File: config.mk
export PLATFORM = sky130hd
export DESIGN_NAME = div_iter_unit
export DESIGN_NICKNAME = d
export VERILOG_FILES = /design/src/rtl/div_pkg.sv /design/src/rtl/div_iter_step.sv /design/src/rtl/div_iter_unit.sv
export SDC_FILE = /design/constraint.sdc
export NUM_CORES = 1
export LEC_CHECK = 0
export ABC_AREA = 1
export CORE_UTILIZATION = 36
export CTS_CLUSTER_DIAMETER = 200
export CTS_CLUSTER_SIZE = 16
export DETAILED_ROUTE_END_ITERATION = 12
export MAX_ROUTING_LAYER = met4
export PLACE_DENSITY = 0.59
export REMOVE_ABC_BUFFERS = 1
export SKIP_CTS_REPAIR_TIMING = 1
export SLEW_MARGIN = 20
export SYNTH_ARGS = -nofsm -noshare
export SYNTH_HDL_FRONTEND = slang
export SYNTH_HIERARCHICAL = 1
export SYNTH_SLANG_ARGS = --single-unit
File: constraint.sdc
create_clock -name clk -period 2.2 [get_ports clk]
set_clock_uncertainty 0.05 [all_clocks]
set_input_delay 0.66 -clock clk [delete_from_list [all_inputs] [get_ports clk]]
set_output_delay 0.66 -clock clk [all_outputs]
set_load 0.05 [all_outputs]
File: src/rtl/div_pkg.sv
// Shared types and helpers for the iterative restoring divider.
package div_pkg;

    // Divider control states.
    typedef enum logic [1:0] {
        IDLE,
        CALC,
        FIX,
        DONE
    } div_state_t;

    localparam int unsigned DIV_DEFAULT_WIDTH = 32;

    // Width of an iteration counter that must hold the value WIDTH.
    function automatic int unsigned div_cnt_width(input int unsigned width);
        return int'($clog2(width + 1));
    endfunction

endpackage

File: src/rtl/div_iter_step.sv
// One restoring-division step: shift {rem,quo} left, trial-subtract the divisor,
// keep the difference and set the quotient LSB when it does not go negative.
module div_iter_step #(
    parameter int unsigned WIDTH = 32
) (
    input  logic [WIDTH-1:0] rem_i,
    input  logic [WIDTH-1:0] quo_i,
    input  logic [WIDTH-1:0] divisor_i,
    output logic [WIDTH-1:0] rem_o,
    output logic [WIDTH-1:0] quo_o
);

    logic [WIDTH:0] shifted;
    logic [WIDTH:0] trial;

    // Trial subtraction on WIDTH+1 bits; the top bit is the borrow/sign.
    always_comb begin
        shifted = {rem_i, quo_i[WIDTH-1]};
        trial   = shifted - {1'b0, divisor_i};
        if (!trial[WIDTH]) begin
            rem_o = trial[WIDTH-1:0];
            quo_o = {quo_i[WIDTH-2:0], 1'b1};
        end else begin
            rem_o = shifted[WIDTH-1:0];
            quo_o = {quo_i[WIDTH-2:0], 1'b0};
        end
    end

endmodule

File: src/rtl/div_iter_unit.sv
// Parametrised iterative restoring divider (DIV/DIVU) with signed mode, cancel,
// defined divide-by-zero results and a busy/ready handshake.
// Optional feature macro: DIV_ZERO_FAST_EN (divide by zero skips the CALC phase).
module div_iter_unit
    import div_pkg::*;
#(
    parameter int unsigned WIDTH = DIV_DEFAULT_WIDTH
) (
    input  logic             clk,
    input  logic             rst,
    input  logic             start_i,
    input  logic             signed_i,
    input  logic             cancel_i,
    input  logic [WIDTH-1:0] dividend_i,
    input  logic [WIDTH-1:0] divisor_i,
    output logic             busy_o,
    output logic             ready_o,
    output logic [WIDTH-1:0] quotient_o,
    output logic [WIDTH-1:0] remainder_o
);

    localparam int unsigned CntW = div_cnt_width(WIDTH);

    div_state_t       state_q;
    logic [WIDTH-1:0] rem_q;
    logic [WIDTH-1:0] quo_q;
    logic [WIDTH-1:0] dvs_q;
    logic [WIDTH-1:0] dvd_q;
    logic             qneg_q;
    logic             rneg_q;
    logic             dbz_q;
    logic [CntW-1:0]  cnt_q;
    logic             busy_q;
    logic             ready_q;
    logic [WIDTH-1:0] quotient_q;
    logic [WIDTH-1:0] remainder_q;

    logic             sa;
    logic             sb;
    logic             dbz_in;
    logic [WIDTH-1:0] dvd_mag;
    logic [WIDTH-1:0] dvs_mag;
    logic [WIDTH-1:0] step_rem;
    logic [WIDTH-1:0] step_quo;
    logic [WIDTH-1:0] quotient_d;
    logic [WIDTH-1:0] remainder_d;

    // Operand signs and magnitudes; in unsigned mode the raw bits pass through.
    always_comb begin
        sa      = signed_i & dividend_i[WIDTH-1];
        sb      = signed_i & divisor_i[WIDTH-1];
        dvd_mag = sa ? -dividend_i : dividend_i;
        dvs_mag = sb ? -divisor_i : divisor_i;
        dbz_in  = (divisor_i == '0);
    end

    div_iter_step #(
        .WIDTH(WIDTH)
    ) u_step (
        .rem_i    (rem_q),
        .quo_i    (quo_q),
        .divisor_i(dvs_q),
        .rem_o    (step_rem),
        .quo_o    (step_quo)
    );

    // Sign fix-up of the unsigned result; divide by zero overrides both values.
    // Most-negative / -1 needs no special case: |MIN| is MIN as unsigned and the
    // quotient sign is positive, so the unsigned result already wraps correctly.
    always_comb begin
        if (dbz_q) begin
            quotient_d  = '1;
            remainder_d = dvd_q;
        end else begin
            quotient_d  = qneg_q ? -quo_q : quo_q;
            remainder_d = rneg_q ? -rem_q : rem_q;
        end
    end

    // Control FSM with registered handshake and result outputs.
    always_ff @(posedge clk) begin
        if (rst) begin
            state_q     <= IDLE;
            rem_q       <= '0;
            quo_q       <= '0;
            dvs_q       <= '0;
            dvd_q       <= '0;
            qneg_q      <= 1'b0;
            rneg_q      <= 1'b0;
            dbz_q       <= 1'b0;
            cnt_q       <= '0;
            busy_q      <= 1'b0;
            ready_q     <= 1'b0;
            quotient_q  <= '0;
            remainder_q <= '0;
        end else if (cancel_i) begin
            // Flush wins over everything, results keep their previous values.
            state_q <= IDLE;
            busy_q  <= 1'b0;
            ready_q <= 1'b0;
        end else begin
            ready_q <= 1'b0;
            case (state_q)
                IDLE: begin
                    if (start_i) begin
                        rem_q  <= '0;
                        quo_q  <= dvd_mag;
                        dvs_q  <= dvs_mag;
                        dvd_q  <= dividend_i;
                        qneg_q <= sa ^ sb;
                        rneg_q <= sa;
                        dbz_q  <= dbz_in;
                        cnt_q  <= CntW'(WIDTH);
                        busy_q <= 1'b1;
`ifdef DIV_ZERO_FAST_EN
                        state_q <= dbz_in ? FIX : CALC;
`else
                        state_q <= CALC;
`endif
                    end
                end
                CALC: begin
                    rem_q <= step_rem;
                    quo_q <= step_quo;
                    cnt_q <= cnt_q - CntW'(1);
                    if (cnt_q == CntW'(1)) begin
                        state_q <= FIX;
                    end
                end
                FIX: begin
                    quotient_q  <= quotient_d;
                    remainder_q <= remainder_d;
                    busy_q      <= 1'b0;
                    ready_q     <= 1'b1;
                    state_q     <= DONE;
                end
                DONE: begin
                    state_q <= IDLE;
                end
                default: begin
                    state_q <= IDLE;
                end
            endcase
        end
    end

    assign busy_o      = busy_q;
    assign ready_o     = ready_q;
    assign quotient_o  = quotient_q;
    assign remainder_o = remainder_q;

endmodule

Word level (Yosys, flattened, before mapping)
Index checks and enable logic that the tools add are counted.
W data, S select, Z words.
Word-level totals
  input bits: 69
  word-level logic and storage cells: 59
  bits in registers: 205
  output and inout port bits: 66
Operators by class
  equal/unequal tests: 6
  add/sub/neg operators: 6
  bitwise gates (word level): 4
  reductions and logical operators: 10
  mux-type cells: 20
Operator list (number)
  $mux W32: 9
  $neg A32 Y32: 4
  $pmux W32 S2: 2
  $sub A33 B32 Y33: 1
  $logic_not A32 Y1: 1
  $pmux W6 S2: 1
  $pmux W2 S4: 1
  $eq A6 B1 Y1 const B: 1
  $mux W6: 1
  $reduce_and A2 Y1: 3
  $reduce_and A3 Y1: 2
  $sub A6 B1 Y6 const B: 1
  $eq A2 B2 Y1 const B: 2
  $mux W2: 2
  $ne A2 B2 Y1 const B: 2
  $reduce_bool A2 Y1: 2
  $mux W1: 3
  $and A1 B1 Y1: 2
  $eq A2 B1 Y1 const B: 1
  $logic_not A2 Y1: 1
  $pmux W1 S2: 1
  $reduce_or A2 Y1: 1
  $not A1 Y1: 1
  $xor A1 B1 Y1: 1

Longest topological paths before layout
  depth in word-level cells: 4
  mapped depth: 19
  depth with buffers taken out: 18

Cells and area by module
The synthesis kept the hierarchy.
Modules (own cells, without submodules)
  div_iter_unit: area each 11608.6 sq um, times used 1, sequential area each 4103.9 sq um, cells an instance 1832
  div_iter_step: area each 3395.8 sq um, times used 1, sequential area each 0.0 sq um, cells an instance 714

Least setup slack after synthesis
No wires, ideal clock.
  path kind: register to register
  from: register quo_q[31]
  to: register rem_q[28]
  path buffers: 1
  data arrival time: 2.160 ns
  stages on the path, launching flop included: 20
  setup time: 0.070 ns
  required time: 2.080 ns
  slack: -0.081 ns
  period minus slack after synthesis: 2.281 ns
  cells stage by stage: dfxtp_1 > inv_1 > ha_1 > fa_1 > inv_1 > nand2_1 > nand2_1 > nand3_1 > nand2_2 > nand2_1 > nand2_2 > nand2_2 > nand2_2 > nand2_2 > nand2_4 > buf_4 > nand2_1 > nand2_1 > nand2_1 > a21oi_1
Between the ends
  word-level cells in the longest chain between the ends: 3
Ends and longest elaborated chain
  from (decl): RTL line div_iter_unit.sv:26  | logic [WIDTH-1:0] quo_q;
  from (signal assigned): RTL line div_iter_unit.sv:107  | quo_q <= dvd_mag;
  from (signal assigned): RTL line div_iter_unit.sv:124  | quo_q <= step_quo;
  $sub A33 B32 Y33: RTL line div_iter_step.sv:19  | trial = shifted - {1'b0, divisor_i};
  $mux W32: RTL line div_iter_step.sv:20  | if (!trial[WIDTH]) begin
  net step_rem[28]: RTL line div_iter_unit.sv:43  | logic [WIDTH-1:0] step_rem;
  $pmux W32 S2: RTL line div_iter_unit.sv:103  | case (state_q)
  to (signal assigned): RTL line div_iter_unit.sv:123  | rem_q <= step_rem;
  to (decl): RTL line div_iter_unit.sv:25  | logic [WIDTH-1:0] rem_q;
The timed path passes the listed nets, and every way through them passes these cells.
A chain may end at the register's enable or synchronous reset.

Final worst setup path
  from: register quo_q[31]
  to: register rem_q[22]
The elaborated chain is that of the path after synthesis.

==> run metrics <==
largest net degree at the start of global routing 75; CP max-delay cell fa_2; Reg area just over 4000 sq um; initial drt markers 1471; first-pass GRT wire length 83.2 mm; wl on met1 27.6 mm; routed vias about 17000; final total power about 10 mW; TritonCTS Sinks 205; final-layout fill cell count 4422; final core occ 48.5%; switching share of power 34.8%; crit path buf inv count 3; Total GRT Usage between 20% and 30%; synthesized area 15000 sq um; critical path peak fanout 6; WL/cell 15.6 microns; clock buffer count from CTS 16; Vert. Die Dim 206 microns; area growth from synthesis to layout 32.4%; fin crit share 110%; clock latency on the worst-skew pair 0.51 ns; final hold slack 0.416 ns; Post-Layout Cell Count 3440; violated checks negative setup slack; metal2 WL 22.0 mm; final setup fails 33; Initial Util 36.7%; drt first pass iters 5; std cell rows 74; Post-Route WL 53.7 mm; Clock power frac between 20 and 30%; H-tree levels 1; core box area 40900 sq um; CP most frequent cell nand2_1; Final ANT Viol Nets 0; CTS Root Cell clkbuf_16; Final HPWL DP 42.5 mm; CP arrival 2.79 ns; die area 42500 sq um; Mean Syn Cell Area 5.89 sq um; commonest non-fill, non-tap cells in the layout 791 x nand2_1, 371 x buf_4, 331 x inv_1; logic gate share of total power between 30% and 40%; Slew @ Worst Pin between 0.6 and 0.7 ns; placed cell area 18800 sq um; placed insts 3411; part of the Yosys area used for sequential elements roughly 27%; Max Slew Vio Count 0; final hold vios 0; Synth Warn # 6; Req. time, crit path between 2 and 3 ns; highest clock rate 0.415 GHz; RSZ-0062 raised after global routing yes; area used by multi-input combinational logic between 9000 and 10000 sq um; nets@finish 3019; Final TNS setup -5.50 ns; # diodes 0; max cap viols 0; I/O Buffers 134; Crit Path Class reg2reg; Crit path largest cell delay between 0.3 and 0.4 ns; Cells after Synth 2546; delay-heaviest family, CP simple AND/OR/NAND/NOR gates; Hold Crit Class reg2reg; clock-pin slew on the worst setup and hold paths 0.08 ns; Static Leak 10.1 nW; Seq pwr share 40.1%; NetSw 3.51 mW; Synth cell types 46; vias in the first global route 15854; Remaining Overflow, GRT 0; Tmin final 2.41 ns; CP Capture Type flop; Startpoint Class flop; CTS tree done; clk buf depth 3; Pwr Density 509 nW/um^2; DRC Markers 0; initial antenna violation count 0; Via density 4.95; critical-path cell list inv_2 -> ha_4 -> fa_2 -> inv_2 -> nand2_1 -> nand2_1 -> nand3_2 -> nand2_2 -> nand2_2 -> nand2_4 -> nand2_4 -> nand2_4 -> nand2_4 -> nand2_8 -> clkbuf_16 -> nand2_1 -> nand2_1 -> nand2_1 -> a21oi_1; relative slew slack 58.0%; IO Count around 140; most common cell after layout, fill and taps aside nand2_1; Peak VDD IR around 500 uV; routed wl met3 2.95 mm; Int Power 6.59 mW; status complete, but fails checks; share of cells above drive strength 1 between 10% and 20%; gpl congestion slightly below 1; top layer in use met4; die width ~210 microns; post-route setup slack -0.210 ns; Yosys reg bits 205; final non-filler cell area between 15000 and 20000 sq um; Setup WS pre-CTS -0.760 ns
## synth_stat cells (all sizes together)
library cell / instances / share of area (%)
a21oi: 204 / 6.9
o32ai: 1 / 0.058
nor2: 278 / 7.4
clkinv: 2 / 0.050
nand2: 833 / 21
o21bai: 8 / 0.40
nor4: 1 / 0.042
clkbuf: 35 / 0.88
dfxtp: 205 / 27
o21a: 1 / 0.050
nand4: 35 / 1.5
and3: 2 / 0.083
inv: 348 / 8.7
o221ai: 10 / 0.58
ha: 41 / 3.4
fa: 1 / 0.13
o22ai: 1 / 0.042
or2: 4 / 0.17
nand3b: 9 / 0.45
buf: 90 / 3.9
o211ai: 14 / 0.70
xnor2: 4 / 0.23
a31oi: 5 / 0.21
a211oi: 2 / 0.10
and2: 5 / 0.21
nand3: 176 / 6.1
o21ai: 153 / 5.2
nor3: 18 / 0.60
xor2: 59 / 3.4
nor3b: 1 / 0.050
## worst min-delay path, cell delays in order (launching register included)
cell     delay, ns
dfxtp_1       0.31
nand2_1       0.06
a21oi_1       0.05
## power groups by stage
stage                     sequential (mW)  clock, mW  combinational, mW
final                                4.06       2.82               3.23
after global routing                 4.08       3.03               3.57
after CTS                            4.05       2.90               3.07
after detailed placement             4.14          0               3.06
after global placement               4.14          0               3.05
after floorplan                      4.19          0               1.54
## state kept, by name, summed over array words and instances (netlist names)
signal	count
cnt_q	6
dbz_q	1
qneg_q	1
remainder_o	32
busy_o	1
ready_o	1
state_q	2
rneg_q	1
dvd_q	32
dvs_q	32
quotient_o	32
rem_q	32
quo_q	32
## logic make-up after synthesis
logic type      synth area share (%)
simple gates                    37.8
compound gates                  14.2
fa+ha+maj                       3.55
xor+xnor                        3.68
flops                           27.4
buf+inv                         13.5
## metal layers
layer	vias to the layer above	GRT usage (%)
met5	-	-
met4	0	4.86
met3	53	3.47
met2	431	37.3
met1	7805	37.1
li1	8742	-
## layout make-up
class | count | area share [%]
multi-input combinational | 1869 | 47.1
sequential | 205 | 20.7
timing repair buffer | 466 | 20.1
inverter | 350 | 6.63
tap | 532 | 3.35
clock buffer | 17 | 2.14
clock inverter | 1 | 0.0252
## path summary, 6_finish.rpt
check                   from               to  slack, ns  cells after the start
min reg2reg  remainder_o[20]  remainder_o[20]       0.42                      2
max reg2reg        quo_q[31]        rem_q[22]      -0.21                     19
min          remainder_o[20]  remainder_o[20]       0.42                      2
max                quo_q[31]        rem_q[22]      -0.21                     19
Power figures use the tool's default switching activity.
